**config.mk**
```make
export PLATFORM = sky130hd
export DESIGN_NAME = move_input_conditioner
export DESIGN_NICKNAME = d
export VERILOG_FILES = /design/src/rtl/move_input_conditioner_pkg.sv /design/src/rtl/move_input_conditioner_btn_debounce.sv /design/src/rtl/move_input_conditioner.sv
export SDC_FILE = /design/constraint.sdc
export NUM_CORES = 1
export LEC_CHECK = 0
export CORE_AREA = 2 2 163 165
export CTS_CLUSTER_DIAMETER = 40
export DETAILED_ROUTE_END_ITERATION = 12
export DIE_AREA = 0 0 165 167
export PLACE_DENSITY = 0.47
export SLEW_MARGIN = 20
export SYNTH_ARGS = -nofsm -noshare
export SYNTH_HDL_FRONTEND = slang
export SYNTH_SLANG_ARGS = --single-unit
```
**constraint.sdc**
```tcl
create_clock -name clk -period 3.35 [get_ports clk]
set_clock_uncertainty 0.1 [all_clocks]
set_input_delay 0.67 -clock clk [delete_from_list [all_inputs] [get_ports clk]]
set_output_delay 0.67 -clock clk [all_outputs]
set_load 0.02 [all_outputs]
```
**src/rtl/move_input_conditioner_pkg.sv**
```systemverilog
// Shared types and default timing for the push-button move conditioner.
//   dir_t        : move direction, also the button index and the arbitration
//                  priority (lower value wins)
//   rpt_state_t  : hold-to-repeat state
//   DEF_*        : default timing at 50 MHz
//   multi_hot()  : true when more than one bit of a button vector is set
package move_pkg;

  typedef enum logic [1:0] {
    DIR_UP    = 2'd0,
    DIR_DOWN  = 2'd1,
    DIR_LEFT  = 2'd2,
    DIR_RIGHT = 2'd3
  } dir_t;

  typedef enum logic [1:0] {
    RPT_IDLE   = 2'd0,
    RPT_DELAY  = 2'd1,
    RPT_REPEAT = 2'd2
  } rpt_state_t;

  localparam int unsigned NUM_BTN                 = 4;
  localparam int unsigned DEF_SYNC_STAGES         = 2;
  localparam int unsigned DEF_DEBOUNCE_CYCLES     = 500_000;
  localparam int unsigned DEF_REPEAT_DELAY_CYCLES = 25_000_000;
  localparam int unsigned DEF_REPEAT_RATE_CYCLES  = 10_000_000;

  function automatic logic multi_hot(input logic [NUM_BTN-1:0] v);
    return (v & (v - 1'b1)) != '0;
  endfunction

endpackage

```
**src/rtl/move_input_conditioner_btn_debounce.sv**
```systemverilog
// One button: synchroniser chain, stability counter and debounced level.
//   clk, rst        : clock, asynchronous active-low reset
//   btn_n_i         : raw active-low button, asynchronous to clk
//   stable_next_o   : debounced level as it will be after this clock edge
//   press_o         : debounced level falls (1->0) on this clock edge
// Both outputs are combinational views of this edge's update so the parent can
// register its pulse in the same edge that the debounced level changes.
module btn_debounce #(
  parameter int unsigned SYNC_STAGES     = 2,
  parameter int unsigned DEBOUNCE_CYCLES = 500_000
) (
  input  logic clk,
  input  logic rst,
  input  logic btn_n_i,
  output logic stable_next_o,
  output logic press_o
);

  localparam int unsigned CW = $clog2(DEBOUNCE_CYCLES + 1);

  logic [SYNC_STAGES-1:0] sync_q;
  logic                   synced;
  logic                   stable_q, stable_d;
  logic [CW-1:0]          cnt_q, cnt_d;

  assign synced = sync_q[SYNC_STAGES-1];

  always_comb begin
    stable_d = stable_q;
    cnt_d    = cnt_q;
    if (synced == stable_q) begin
      cnt_d = '0;
    end else if (cnt_q == CW'(DEBOUNCE_CYCLES - 1)) begin
      stable_d = synced;
      cnt_d    = '0;
    end else begin
      cnt_d = cnt_q + 1'b1;
    end
  end

  always_ff @(posedge clk or negedge rst) begin
    if (!rst) begin
      sync_q   <= '1;
      stable_q <= 1'b1;
      cnt_q    <= '0;
    end else begin
      sync_q   <= {sync_q[SYNC_STAGES-2:0], btn_n_i};
      stable_q <= stable_d;
      cnt_q    <= cnt_d;
    end
  end

  assign stable_next_o = stable_d;
  assign press_o       = stable_q & ~stable_d;

endmodule

```
**src/rtl/move_input_conditioner.sv**
```systemverilog
// Push-button move conditioner for the ship-placement cursor.
//   clk, rst      : clock, asynchronous active-low reset
//   enable        : 1 allows move pulses, 0 suppresses them and clears pending/repeat
//   btn_*_n       : raw active-low buttons
//   move_*        : registered active-low one-cycle move strobes, at most one low
//   any_pressed   : registered, high while any debounced button is held
// Simultaneous presses are serialised UP > DOWN > LEFT > RIGHT through a pending
// set; a sole held button auto-repeats after a delay, then at a fixed rate.
module move_input_conditioner
  import move_pkg::*;
#(
  parameter int unsigned SYNC_STAGES         = DEF_SYNC_STAGES,
  parameter int unsigned DEBOUNCE_CYCLES     = DEF_DEBOUNCE_CYCLES,
  parameter int unsigned REPEAT_DELAY_CYCLES = DEF_REPEAT_DELAY_CYCLES,
  parameter int unsigned REPEAT_RATE_CYCLES  = DEF_REPEAT_RATE_CYCLES
) (
  input  logic clk,
  input  logic rst,
  input  logic enable,
  input  logic btn_up_n,
  input  logic btn_down_n,
  input  logic btn_left_n,
  input  logic btn_right_n,
  output logic move_up,
  output logic move_down,
  output logic move_left,
  output logic move_right,
  output logic any_pressed
);

  localparam int unsigned RPT_MAX = (REPEAT_DELAY_CYCLES > REPEAT_RATE_CYCLES) ?
                                    REPEAT_DELAY_CYCLES : REPEAT_RATE_CYCLES;
  localparam int unsigned RCW     = $clog2(RPT_MAX + 1);

  logic [NUM_BTN-1:0] raw_n;
  logic [NUM_BTN-1:0] stable_next;
  logic [NUM_BTN-1:0] press;
  logic [NUM_BTN-1:0] held;
  logic [NUM_BTN-1:0] req;
  logic [NUM_BTN-1:0] win_oh;
  dir_t               emit_dir;

  rpt_state_t         state_q, state_d;
  dir_t               dir_q, dir_d;
  logic [RCW-1:0]     rcnt_q, rcnt_d;
  logic [RCW-1:0]     rpt_limit;
  logic [NUM_BTN-1:0] pend_q, pend_d;
  logic [NUM_BTN-1:0] move_q, move_d;
  logic               any_q;

  // Bit index equals dir_t value.
  assign raw_n = {btn_right_n, btn_left_n, btn_down_n, btn_up_n};

  for (genvar g = 0; g < NUM_BTN; g++) begin : g_btn
    btn_debounce #(
      .SYNC_STAGES    (SYNC_STAGES),
      .DEBOUNCE_CYCLES(DEBOUNCE_CYCLES)
    ) u_db (
      .clk          (clk),
      .rst          (rst),
      .btn_n_i      (raw_n[g]),
      .stable_next_o(stable_next[g]),
      .press_o      (press[g])
    );
  end

  assign held = ~stable_next;
  assign req  = pend_q | press;

  always_comb begin
    if (req[DIR_UP])        emit_dir = DIR_UP;
    else if (req[DIR_DOWN]) emit_dir = DIR_DOWN;
    else if (req[DIR_LEFT]) emit_dir = DIR_LEFT;
    else                    emit_dir = DIR_RIGHT;
  end

  assign win_oh    = NUM_BTN'(1) << emit_dir;
  assign rpt_limit = (state_q == RPT_DELAY) ? RCW'(REPEAT_DELAY_CYCLES - 1)
                                            : RCW'(REPEAT_RATE_CYCLES - 1);

  // Hold/repeat decisions use the debounced levels after this edge so that a
  // press and its own pulse are seen together. A due repeat that collides with
  // an edge pulse is dropped but its period still restarts.
  always_comb begin
    state_d = state_q;
    dir_d   = dir_q;
    rcnt_d  = rcnt_q;
    pend_d  = pend_q;
    move_d  = '1;
    if (!enable) begin
      state_d = RPT_IDLE;
      rcnt_d  = '0;
      pend_d  = '0;
    end else begin
      if (req != '0) begin
        move_d[emit_dir] = 1'b0;
        pend_d           = req & ~win_oh;
      end
      if (req != '0 && held == win_oh) begin
        state_d = RPT_DELAY;
        dir_d   = emit_dir;
        rcnt_d  = '0;
      end else if (state_q != RPT_IDLE) begin
        if (!held[dir_q] || multi_hot(held)) begin
          state_d = RPT_IDLE;
          rcnt_d  = '0;
        end else if (rcnt_q == rpt_limit) begin
          if (req == '0) move_d[dir_q] = 1'b0;
          state_d = RPT_REPEAT;
          rcnt_d  = '0;
        end else begin
          rcnt_d = rcnt_q + 1'b1;
        end
      end
    end
  end

  always_ff @(posedge clk or negedge rst) begin
    if (!rst) begin
      state_q <= RPT_IDLE;
      dir_q   <= DIR_UP;
      rcnt_q  <= '0;
      pend_q  <= '0;
      move_q  <= '1;
      any_q   <= 1'b0;
    end else begin
      state_q <= state_d;
      dir_q   <= dir_d;
      rcnt_q  <= rcnt_d;
      pend_q  <= pend_d;
      move_q  <= move_d;
      any_q   <= ~&stable_next;
    end
  end

  assign move_up     = move_q[DIR_UP];
  assign move_down   = move_q[DIR_DOWN];
  assign move_left   = move_q[DIR_LEFT];
  assign move_right  = move_q[DIR_RIGHT];
  assign any_pressed = any_q;

endmodule

```
==> flow_results.org, run 1 <==
** Status
- The flow ran to the end, and the final reports show no timing, DRC or antenna violations.

** Final layout
- Cells with a size suffix above 1 make up 11.17% of the layout.
- 0 antenna diodes ended up in the layout.
- The library cells used most frequently in the layout, excluding fill and tap cells, are nor2_1 (118), dfrtp_1 (110), nand2_1 (64).
- Once layout is done, the placed cells without fillers occupy 7545 um2.
- From synthesis to final layout, the design area changed by 18.98%.
- Leaving out fill and tap cells, the most frequent cell in the layout is nor2_1.
- Total number of nets in the final design :: 706

** Floorplan
- The die is 165 um wide.
- Initial core utilization :: 24.61%
- Floorplan die area :: 27560 um2
- DIE HEIGHT :: 167 um
- Core Rows :: 59
- During I/O placement, the number of pins put on the boundary was 12.
- The core region is 25760 um2.

** Synthesis
- The most used flip-flop cell after synthesis is dfrtp_1.
- Synthesis instantiated 53 different standard cells from the library.
- Post-Synthesis Cells :: 668
- Count of synthesis-stage warnings from yosys :: 0
- For this run, asynchronously set or reset flops after synthesis account for 100.0%.
- Number of enable-type register cells in the synthesized netlist :: 0
- Synth Net Count :: 680
- The share of the Yosys chip area taken by registers is 50.04%.
- After synthesis, the mean cell area works out to 9.493 um2.
- In this run the cell area of the synthesized design comes to 6341 um2.
- After synthesis the netlist holds a flip-flop and latch count of 126.

** Clock tree
- Worst-path clk slew :: 0.06 ns
- The clock net in this run drives a total of 126 sinks.
- Clock latency on the worst-skew pair, taken at its later pin, is 0.42 ns.
- H-tree depth reported by CTS :: 4
- TritonCTS clock tree :: done
- In this run, CTS created clock tree buffers numbering 17.
- No sink is reached through more buffers than the 2 on the longest clock path.
- The tree is rooted in a clkbuf_16.

** Setup path
- Slowest-stage cell, CP :: or4_1
- The signal on the critical path passes through nor4_1 -> and4_1 -> a21boi_1 -> or3_1 -> mux2i_1 -> a31o_2 -> nand2_1 -> or4_1 -> a21oi_1.
- Of all nets on the critical path, the largest fanout is 10.
- Critical path data arrival time :: 3.31 ns
- The worst setup path is of the flip-flop to flip-flop kind.
- Critical path capture point type :: flip-flop
- Kind of start point of the critical path :: flip-flop
- CP max stage delay :: 0.46 ns
- CP required :: 3.59 ns

** Global route
- The initial antenna violation count came to 0.
- Entering global routing, the biggest net connects 61 pins.
- The first global-routing pass estimated 24540 um of wire.
- GR Util All Layers :: 11.12%
- The number of global-route vias before repair is 4800.
- Congestion Overflow GR :: 0

** Power and ir drop
- The internal portion of the total power is 2867 uW.
- Per report_power, the combinational group accounts for 2.9% of the total.
- Clk network pwr share :: 53.9%
- The design draws 3612 uW.
- Peak supply drop :: 0.3579 mV
- Sequential power share :: 43.3%
- Switching power of the nets :: 745.7 uW
- Reported leakage power :: 0.003006 uW
- Net switching is 20.64% of the power.
- Pwr dens :: 478.8 nW/um2

** Route
- Routed via count divided by cell count :: 4.557
- For this run, the detailed router's first-pass iteration total came to 4.
- Initial detailed-routing violation count :: 388
- After detailed routing, the average wire length per cell comes to 13.40 um.
- DRC errors left :: 0
- After detailed routing, the total wire length is 13960 um.
- Via count :: 4748
- The detail route stage leaves a number of antenna-violating nets equal to 0.

** Timing
- In the final timing run, aggregate negative setup slack is 0 ns.
- Final Worst Setup Slack :: 0.2764 ns
- Setup violations remaining at the end of the flow were counted as 0.
- RSZ-0062 raised after global routing :: no
- In this run the tightest slew margin relative to its limit is 57.97%.
- Hold Fails Final Rpt :: 0
- The final max-slew violation count is 0.
- Achievable clock frequency :: 325.3 MHz
- Of the available clock period, the critical path in the final layout requires 91.75%.
- The routed design could run at a clock period as short as 3.074 ns.
- At the pin with the least slew margin, the transition time is 0.6305 ns.

** Place
- After detailed placement, the total cell area comes to 6902 um2.
- The HPWL after detailed placement is 9358 um.
- Routability-driven placement finished with a final weighted congestion of 0.7638.
- At the placement stage, the worst setup path has a slack of 0.1420 ns.
- The count of buffers added on input and output ports is 11.

** Hold path
- The tightest min-delay check is of the input pin to async pin type.

** Job
- Max-cap viol count :: 0
==> final timing paths <==
| kind | slack (ns) | to | startpoint | depth (start not counted) |
|---|---|---|---|---|
| worst max-delay path | 0.28 | rcnt_q[11]$_DFFE_PN0P_ | g_btn[1].u_db.cnt_q[5]$_DFF_PN0_ | 9 |
| worst min-delay path | 0.06 | g_btn[1].u_db.cnt_q[10]$_DFF_PN0_ | rst | 1 |
| worst max register to register | 0.28 | rcnt_q[11]$_DFFE_PN0P_ | g_btn[1].u_db.cnt_q[5]$_DFF_PN0_ | 9 |
| worst min register to register | 0.26 | g_btn[3].u_db.sync_q[1]$_DFF_PN1_ | g_btn[3].u_db.sync_q[0]$_DFF_PN1_ | 0 |
| max in group asynchronous | 2.30 | move_q[3]$_DFF_PN1_ | rst | 2 |
| min in group clk | 0.26 | g_btn[3].u_db.sync_q[1]$_DFF_PN1_ | g_btn[3].u_db.sync_q[0]$_DFF_PN1_ | 0 |
==> logic make-up (layout without fill, tap and decap cells) <==
family	after synthesis	after routing	synth area share, %
mux	5	5	0.8287
compound gates	67	67	7.143
flops	126	126	50.04
fa+ha+maj	5	5	0.9866
xor+xnor	79	79	10.91
simple gates	353	353	28.12
other cells	1	1	0.05914
buf+inv	32	71	1.914
==> cell usage after synthesis, types with 7 or more instances <==
cell type  instances  area [um2]
a21oi_1           16       80.08
a31oi_1           12       75.07
and3_1            28       175.2
clkbuf_1          12       45.04
dfrtp_1          110        2753
dfstp_2           16       420.4
inv_1             19       71.32
nand2_1           64       240.2
nand3_1           45       225.2
nand4_1           15       93.84
nor2_1           119       446.7
nor2b_1            8       50.05
nor3_1            17       85.08
nor4b_1            7       61.31
o21ai_0           15       75.07
or3_1             12       75.07
xnor2_1           42       367.9
xor2_1            37       324.1
==> routing by layer <==
metal  track usage, %  vias up  part of all wire (%)
met2            17.05       33                    46
met1            15.26     2328                    51
li1                 -     2375                     -
met4            3.629        0                   1.1
met3            2.839       12                   2.1
met5                0        -                     0
==> stage by stage <==
step	hold slack [ns]	utilization [%]	std cells
finish	0.05717	29.28	1042
global route	0.07954	29.28	1042
CTS	0.05816	29.22	1042
detailed placement	0.2479	26.79	1010
global placement	0.2457	26.79	1010
floorplan	0.2452	-	668
==> cell type report <==
| class | instances | area [um2] |
|---|---|---|
| inverters | 19 | 71.32 |
| fillers | 2666 | 18220 |
| repair buffers | 20 | 191.4 |
| flip-flops and latches | 126 | 3173 |
| clock inverters | 5 | 102.6 |
| well taps | 335 | 419.2 |
| multi-input cells | 510 | 3064 |
| clock buffers | 27 | 523.0 |
==> flip-flops by register name, summed over array words and instances, names as in the netlist <==
signal	cells
g_btn.u_db.sync_q	8
g_btn.u_db.cnt_q	76
g_btn.u_db.stable_q	4
move_q	4
any_pressed	1
state_q	2
pend_q	4
rcnt_q	25
dir_q	2
==> worst max-delay path: cells and delay by family (launching register included) <==
| kind | cells | cell delay, ns |
|---|---|---|
| AOI/OAI and AO/OA | 3 | 0.55 |
| DFF | 1 | 0.41 |
| muxes | 1 | 0.18 |
| and+or+nand+nor | 5 | 1.77 |
==> timing repair <==
action | 4_1_cts | 5_1_grt
hold buffers | 0 | 0
setup endpoints to repair | 0 | 20
buffers inserted | 0 | 0
resized for setup | 0 | 4
==> power by group through the flow <==
stage	Sequential (uW)	Clock, uW	Combinational [uW]
after CTS	1560	2000	109
after floorplan	1590	0	47.2
after detailed placement	1590	0	109
after global routing	1570	2080	121
final	1560	1950	103
after global placement	1590	0	110
No activity file was read; power rests on OpenSTA's default activity.
==> run 2, diff against run 1 <==
--- a/config.mk
+++ b/config.mk
@@ -5,11 +5,12 @@
 export SDC_FILE = /design/constraint.sdc
 export NUM_CORES = 1
 export LEC_CHECK = 0
-export CORE_AREA = 2 2 163 165
+export CORE_AREA = 2 2 209 129
 export CTS_CLUSTER_DIAMETER = 40
 export DETAILED_ROUTE_END_ITERATION = 12
-export DIE_AREA = 0 0 165 167
-export PLACE_DENSITY = 0.47
+export DIE_AREA = 0 0 211 131
+export GPL_TIMING_DRIVEN = 0
+export PLACE_DENSITY = 0.48
 export SLEW_MARGIN = 20
 export SYNTH_ARGS = -nofsm -noshare
 export SYNTH_HDL_FRONTEND = slang
==> flow_results.org, run 2 (synthesized netlist as in run 1, its figures left out) <==
** Status
- Outcome :: finished clean

** Route
- Via count :: 4808
- Signal routing reaches up to met4.
- Total Wirelength :: 14420 um
- WL met3 :: 501 um
- Length of the first detailed-routing pass in iterations :: 5
- DRC errors left :: 0
- After detailed routing, the wire length on met1 is 8668 um.
- WL per Instance :: 13.74 um
- Sum of met2 wire segment lengths after detailed routing :: 5055 um
- The count of nets left with antenna violations once routing finished came out at 0.
- Routed via count divided by cell count :: 4.583
- Initial detailed-routing violation count :: 270

** Global route
- Largest net degree at the start of global routing :: 78
- Summed over all layers, the global routing overflow is 0.
- GR Util All Layers :: 11.57%
- The number of global-route vias before repair is 4523.
- The first global-routing pass estimated 24690 um of wire.
- Initial antenna violation count :: 0

** Timing
- Number of pins with negative max-slew slack in the final report :: 0
- For the finished layout, the period the worst path requires is 3.167 ns.
- Timing would allow up to 315.7 MHz.
- Setup violations remaining at the end of the flow were counted as 0.
- Dividing the final minimum period by the clock period gives 94.55%.
- Summed over all failing endpoints, the final setup total negative slack is 0 ns.
- Setup repair after global routing left no endpoint under its margin.
- On the final layout, the worst hold slack is 0.03755 ns.
- Worst Max-Slew Pin Slew :: 0.7697 ns
- The final count of hold timing violations came to 0.
- Max-Slew Margin vs Limit :: 48.69%

** Power and ir drop
- The clock network accounts for 54.7% of the total power.
- Pwr dens :: 482.7 nW/um2
- Reported leakage power :: 0.003016 uW
- Combinational logic is responsible for 2.9% of the overall power.
- Overall power consumption after layout is estimated at 3688 uW.
- Switching power of the nets :: 830.2 uW
- Sequential power share :: 42.4%
- The internal power of the cells totals 2857 uW.
- Of the total power, the share spent switching nets is 22.51%.
- IR analysis of the VDD net gives a maximum drop of 0.2544 mV.

** Clock tree
- Clock-pin slew was measured on the worst setup and hold paths at 0.06 ns.
- Clock tree synthesis selected as its root buffer the cell clkbuf_16.
- The tree built by TritonCTS fans out to 126 sinks.
- Skew-Pair Late Insertion Delay :: 0.43 ns
- H-tree depth reported by CTS :: 4
- Buffers inserted during clock tree synthesis total 17.
- TritonCTS clock tree :: done
- Clock Path Buffers :: 2

** Final layout
- The area growth from synthesis to layout is 20.48%.
- Final-layout fill cell count :: 2702
- Once layout is complete, the cells apart from fillers number 1049.
- Register with the highest flop count :: g_btn.u_db.cnt_q
- Number of inserted diodes :: 0
- After the last flow step, the layout net total stands at 712.
- The finished cells cover 7640 um2.
- Largest registers :: g_btn.u_db.cnt_q (76), rcnt_q (25), g_btn.u_db.sync_q (8)
- Cells with a size suffix above 1 make up 12.34% of the layout.
- The register with the most flip-flops in the layout has 76 of them.
- Most common cell after layout, fill and taps aside :: nor2_1
- Leaving out fill and tap cells, the most frequent cells in the layout are nor2_1 (115), dfrtp_1 (110), nand2_1 (62).

** Setup path
- Critical path data arrival time :: 3.42 ns
- CP max stage delay :: 0.44 ns
- Cells along the critical path :: nor4_1 -> and4_2 -> a21boi_1 -> or3_1 -> mux2i_4 -> a31o_4 -> nand2_2 -> or4_1 -> a21oi_1
- Slowest-stage cell, CP :: or4_1
- Worst setup path startpoint :: g_btn[1].u_db.cnt_q[5]$_DFF_PN0_
- The worst register-to-register path has a setup slack of 0.18 ns.
- Max FO, Critical Path :: 10
- Critical Path End :: rcnt_q[11]$_DFFE_PN0P_
- CP required :: 3.60 ns
- Measured in cells, the most critical reg-to-reg path has a length of 9.
- Type of the setup path with the least slack :: flip-flop to flip-flop
- Kind of start point of the critical path :: flip-flop
- Start of the worst register-to-register path :: g_btn[1].u_db.cnt_q[5]$_DFF_PN0_
- RR Endpoint :: rcnt_q[11]$_DFFE_PN0P_
- Critical path capture point type :: flip-flop

** Place
- In this run the cell area measured after placement is 6904 um2.
- Final weighted congestion in routability-driven placement :: 0.7910
- Once detailed placement completed, the half-perimeter wirelength came to 10210 um.
- Dpl cells :: 1016
- In this run the tool buffered the top-level ports with 11 buffer cells.

** Floorplan
- The floorplan has 46 rows.
- Horiz. Die Dim :: 211 um
- The core region is 25840 um2.
- During I/O placement, the number of pins put on the boundary was 12.
- Floorplan die area :: 27640 um2
- The floorplan step set the die height to 131 um.
- For this configuration, the core starts out at a cell density of 24.54%.

** Hold path
- Hold/Removal Path Class :: input pin to async pin

** Job
- Max-cap violations in this run came to 0.
## run 2: changes by cell type in the layout (fill, tap and decap cells not counted), moves of 2 or more
cell,before,now
inv_6,0,4
clkinv_4,0,6
o21ai_0,15,13
clkbuf_8,6,1
buf_4,8,1
clkbuf_1,4,11
nor2_1,118,115
nor2_2,1,3
nand2_2,0,2
nand2_1,64,62
o21ai_1,1,3
## run 2: stage by stage
stage          utilization [%]  worst slack, ns
2_1_floorplan                -           0.5336
3_3_place_gp             26.59           -3.878
3_5_place_dp             26.72          -0.1200
4_1_cts                  29.34          0.04241
5_1_grt                  29.56          0.01532
6_report                 29.56           0.1827
## run 2: worst min-delay path by stage
| stage | to | slack (ns) | cells after the start |
|---|---|---|---|
| after floorplan | g_btn[0].u_db.sync_q[1]$_DFF_PN1_ | 0.25 | 0 |
| after global placement | g_btn[0].u_db.sync_q[1]$_DFF_PN1_ | 0.25 | 0 |
| after detailed placement | g_btn[3].u_db.sync_q[1]$_DFF_PN1_ | 0.25 | 0 |
| after CTS | g_btn[2].u_db.cnt_q[5]$_DFF_PN0_ | 0.04 | 1 |
| after global routing | g_btn[2].u_db.cnt_q[5]$_DFF_PN0_ | 0.06 | 1 |
| final | g_btn[2].u_db.cnt_q[9]$_DFF_PN0_ | 0.04 | 1 |
## run 2: timing repair
action,4_1_cts,5_1_grt
endpoints found under the setup margin,18,31
resized for setup,5,17
pin swaps,1,1
hold buffers,0,0
buffers inserted,1,0
## run 2: worst max-delay path, delay by kind of cell, from the launching register on
family	cells	cell delay (ns)
AO/OA/AOI/OAI	3	0.55
flip-flops	1	0.41
multiplexers	1	0.22
AND/OR/NAND/NOR	5	1.80
## run 2: area by class of cell
type	count	area (um2)	area share, %
plain buffers	13	51.30	0.6715
flip-flops and latches	126	3173	41.53
clock buffers	18	439.2	5.748
inverters	19	71.32	0.9335
well taps	336	420.4	5.503
clock inverters	14	207.7	2.719
repair buffers	13	150.1	1.965
multi-input cells	510	3127	40.93
## run 2: layer usage
metal / GRT usage [%] / up-vias
li1: - / 2402
met1: 19.02 / 2321
met2: 13.35 / 69
met3: 2.940 / 16
met4: 4.722 / 0
met5: 0 / -
## run 2: power groups by stage
stage | combinational (uW) | clock [uW] | sequential [uW]
2_1_floorplan | 47.2 | 0 | 1590
3_3_place_gp | 107 | 0 | 1590
3_5_place_dp | 111 | 0 | 1590
4_1_cts | 113 | 2080 | 1560
5_1_grt | 127 | 2140 | 1560
6_report | 108 | 2020 | 1560
==> variant (settings of run 2) <==
Add an input register stage for `btn_right_n`, without a reset; this delays it by one clock. The other inputs are not delayed to match.
--- a/src/rtl/move_input_conditioner.sv
+++ b/src/rtl/move_input_conditioner.sv
@@ -32,6 +32,12 @@
                                     REPEAT_DELAY_CYCLES : REPEAT_RATE_CYCLES;
   localparam int unsigned RCW     = $clog2(RPT_MAX + 1);
 
+  logic btn_right_n_q;
+
+  always_ff @(posedge clk) begin
+    btn_right_n_q <= btn_right_n;
+  end
+
   logic [NUM_BTN-1:0] raw_n;
   logic [NUM_BTN-1:0] stable_next;
   logic [NUM_BTN-1:0] press;
@@ -49,7 +55,7 @@
   logic               any_q;
 
   // Bit index equals dir_t value.
-  assign raw_n = {btn_right_n, btn_left_n, btn_down_n, btn_up_n};
+  assign raw_n = {btn_right_n_q, btn_left_n, btn_down_n, btn_up_n};
 
   for (genvar g = 0; g < NUM_BTN; g++) begin : g_btn
     btn_debounce #(
Formal check against the unedited RTL: no difference found for any inputs over 10 cycles, from zero or initial values and one cycle with rst low; that may be too few to reach the edited logic, so the function may still have changed.
==> variant against run 2 <==
Routed wire length grew 7.7%; total power fell by 3.1%; worst setup slack improved by 140 ps; non-clock buffer count up 12; count of clock-buffer cells in the layout down 1; die area unchanged; cell area rose by 4.2%; synthesized area increased by 6.9%; sequential cell count increased by 1; via count is 7.8% higher; critical path type unchanged; largest power group unchanged; highest routed layer unchanged.
==> variant: results (changes against run 2) <==
Logic synthesis
  • Syn_nets: 730 (+7.4%)
  • Commonest cells in the netlist: dfrtp_1, nor2_1, nand2_1, nand3_1, xor2_1
  • Yosys warns: 0 (unchanged)
  • Async SR Flop Fraction: 0.9921 (-0.007874)
  • Count of cell types in the netlist: 72 (+36%)
  • Sequential share of the synthesized area: 0.4709 (-0.02946)
  • Area contributors post-synth: dfrtp_1, dfstp_2, nor2_1

Final layout
  • Biggest regs: g_btn.u_db.cnt_q x76, rcnt_q x25, g_btn.u_db.sync_q x8
  • Share of cells above drive strength 1: 0.1483 (+0.02487)
  • Cell area after layout: 0.007958 mm^2 (+4.2%)
  • N_diodes: 0 (unchanged)
  • Filler Cell Count: 2647 (-2.0%)
  • # nets final: 761 (+6.9%)

Critical path
  • Critical path peak fanout: 7 (-3)
  • Critical Path AT: 3260 ps (-160 ps)
  • CP max stage delay: 410 ps (-30 ps)
  • CP top delay family: simple AND/OR/NAND/NOR gates
  • CP max-delay cell: dfrtp_1

Detailed routing
  • DR WL/cell: 14.14 um (+2.9%)
  • DRT iter0 DRCs: 373 (+38%)
  • Via-to-Cell Ratio: 4.722 (+3.0%)
  • Drt first pass iters: 4 (-1)

Power
  • Pleak: 3.090 nW (+2.5%)
  • Max VDD drop: 0.2307 mV (-9.3%)
  • Internal Dissipation: 0.002708 W (-5.2%)

Hold path
  • Worst Hold Depth: 0
  • Min-Delay Path Class: flop to flop

Global route
  • First-pass GRT wire length: 26080 um (+5.6%)
  • Vias in the first global route: 4786 (+5.8%)
  • Number of antenna violations at the first check in global routing: 0 (unchanged)
  • Tot GR Track Use: 0.1212 (+0.005557)
  • Maximum number of pins on one net before global-route repair: 94 (+21%)

Run status
  • Status: completed

Clock tree
  • CTS clk-pin slew, worst paths: 70 ps
  • CTS buffer count: 17 (unchanged)
  • Setup Buffers After CTS: 0 (-1)
  • Longest Clk Path Bufs: 2 (unchanged)
  • Worst skew pair latency: 430 ps (about the same)
  • CTS root buf: clkbuf_16
  • Max H-tree Level: 4 (unchanged)

Place
  • Dpl hpwl: 10780 um (+5.6%)
  • IO buf count: 10 (-1)
  • Placed instance area: 0.007333 mm^2 (+6.2%)
  • Routability cong.: 0.8038 (+1.6%)

STA
  • Worst-Margin Slew: 637.1 ps (-132.5 ps)
[variant: worst paths after layout]
| check | startpoint | endpoint | slack, ps |
|---|---|---|---|
| max | g_btn[1].u_db.cnt_q[0]$_DFF_PN0_ | move_q[0]$_DFF_PN1_ | 320 |
| min | btn_right_n_q$_DFF_P_ | g_btn[3].u_db.sync_q[0]$_DFF_PN1_ | 200 |
| max reg2reg | g_btn[1].u_db.cnt_q[0]$_DFF_PN0_ | move_q[0]$_DFF_PN1_ | 320 |
| min reg2reg | btn_right_n_q$_DFF_P_ | g_btn[3].u_db.sync_q[0]$_DFF_PN1_ | 200 |
| max in group asynchronous | rst | g_btn[0].u_db.sync_q[0]$_DFF_PN1_ | 1770 |
| min in group asynchronous | rst | g_btn[1].u_db.cnt_q[15]$_DFF_PN0_ | 600 |
[variant: power by group through the flow]
| stage | Sequential, W | Clock [W] | Combinational (W) |
|---|---|---|---|
| 2_1_floorplan | 0.00160 | 0 | 0.0000498 |
| 3_3_place_gp | 0.00161 | 0 | 0.000107 |
| 3_5_place_dp | 0.00161 | 0 | 0.000111 |
| 4_1_cts | 0.00158 | 0.00195 | 0.000114 |
| 5_1_grt | 0.00158 | 0.00203 | 0.000126 |
| 6_report | 0.00158 | 0.00189 | 0.000108 |
[variant: cell families (layout without fill, tap and decap cells)]
family	Yosys count	count (layout)	share of synthesized area
AO/OA/AOI/OAI	107	107	0.1152
XOR/XNOR	63	63	0.08138
adder cells (fa/ha/maj)	5	5	0.009227
buffers and inverters	41	85	0.02934
flip-flops	127	127	0.4709
multiplexers	1	1	0.002214
other	1	1	0.0005531
AND/OR/NAND/NOR	373	373	0.2912
[variant: routing by layer]
layer	up-vias	GRT usage	part of all wire
met5	-	0	0
met4	0	0.04018	0.0053
met3	12	0.03346	0.035
met2	70	0.1515	0.37
met1	2478	0.1922	0.59
li1	2625	-	-
[variant: through the flow]
step	cells	hold WS [ps]	worst slack, ps
after CTS	1098	197.7	88.09
after global placement	1064	186.4	-3871
final	1098	195.7	322.1
after floorplan	718	183.9	729.8
after detailed placement	1065	187.9	117.0
after global routing	1098	201.0	91.41
[variant: repair_timing]
item,4_1_cts,5_1_grt
endpoints found under the hold margin,5,0
gates resized for setup,0,3
hold buffers,1,0
setup endpoints to repair,0,24
[variant: area by class of cell]
class                   count  share of cell area
repair buffers             12             0.01792
clock inverters            15             0.02154
inverters                  15            0.007075
multi-input cells         550              0.4280
flip-flops and latches    127              0.4013
plain buffers              26             0.01792
clock buffers              17             0.05346
well taps                 336             0.05283
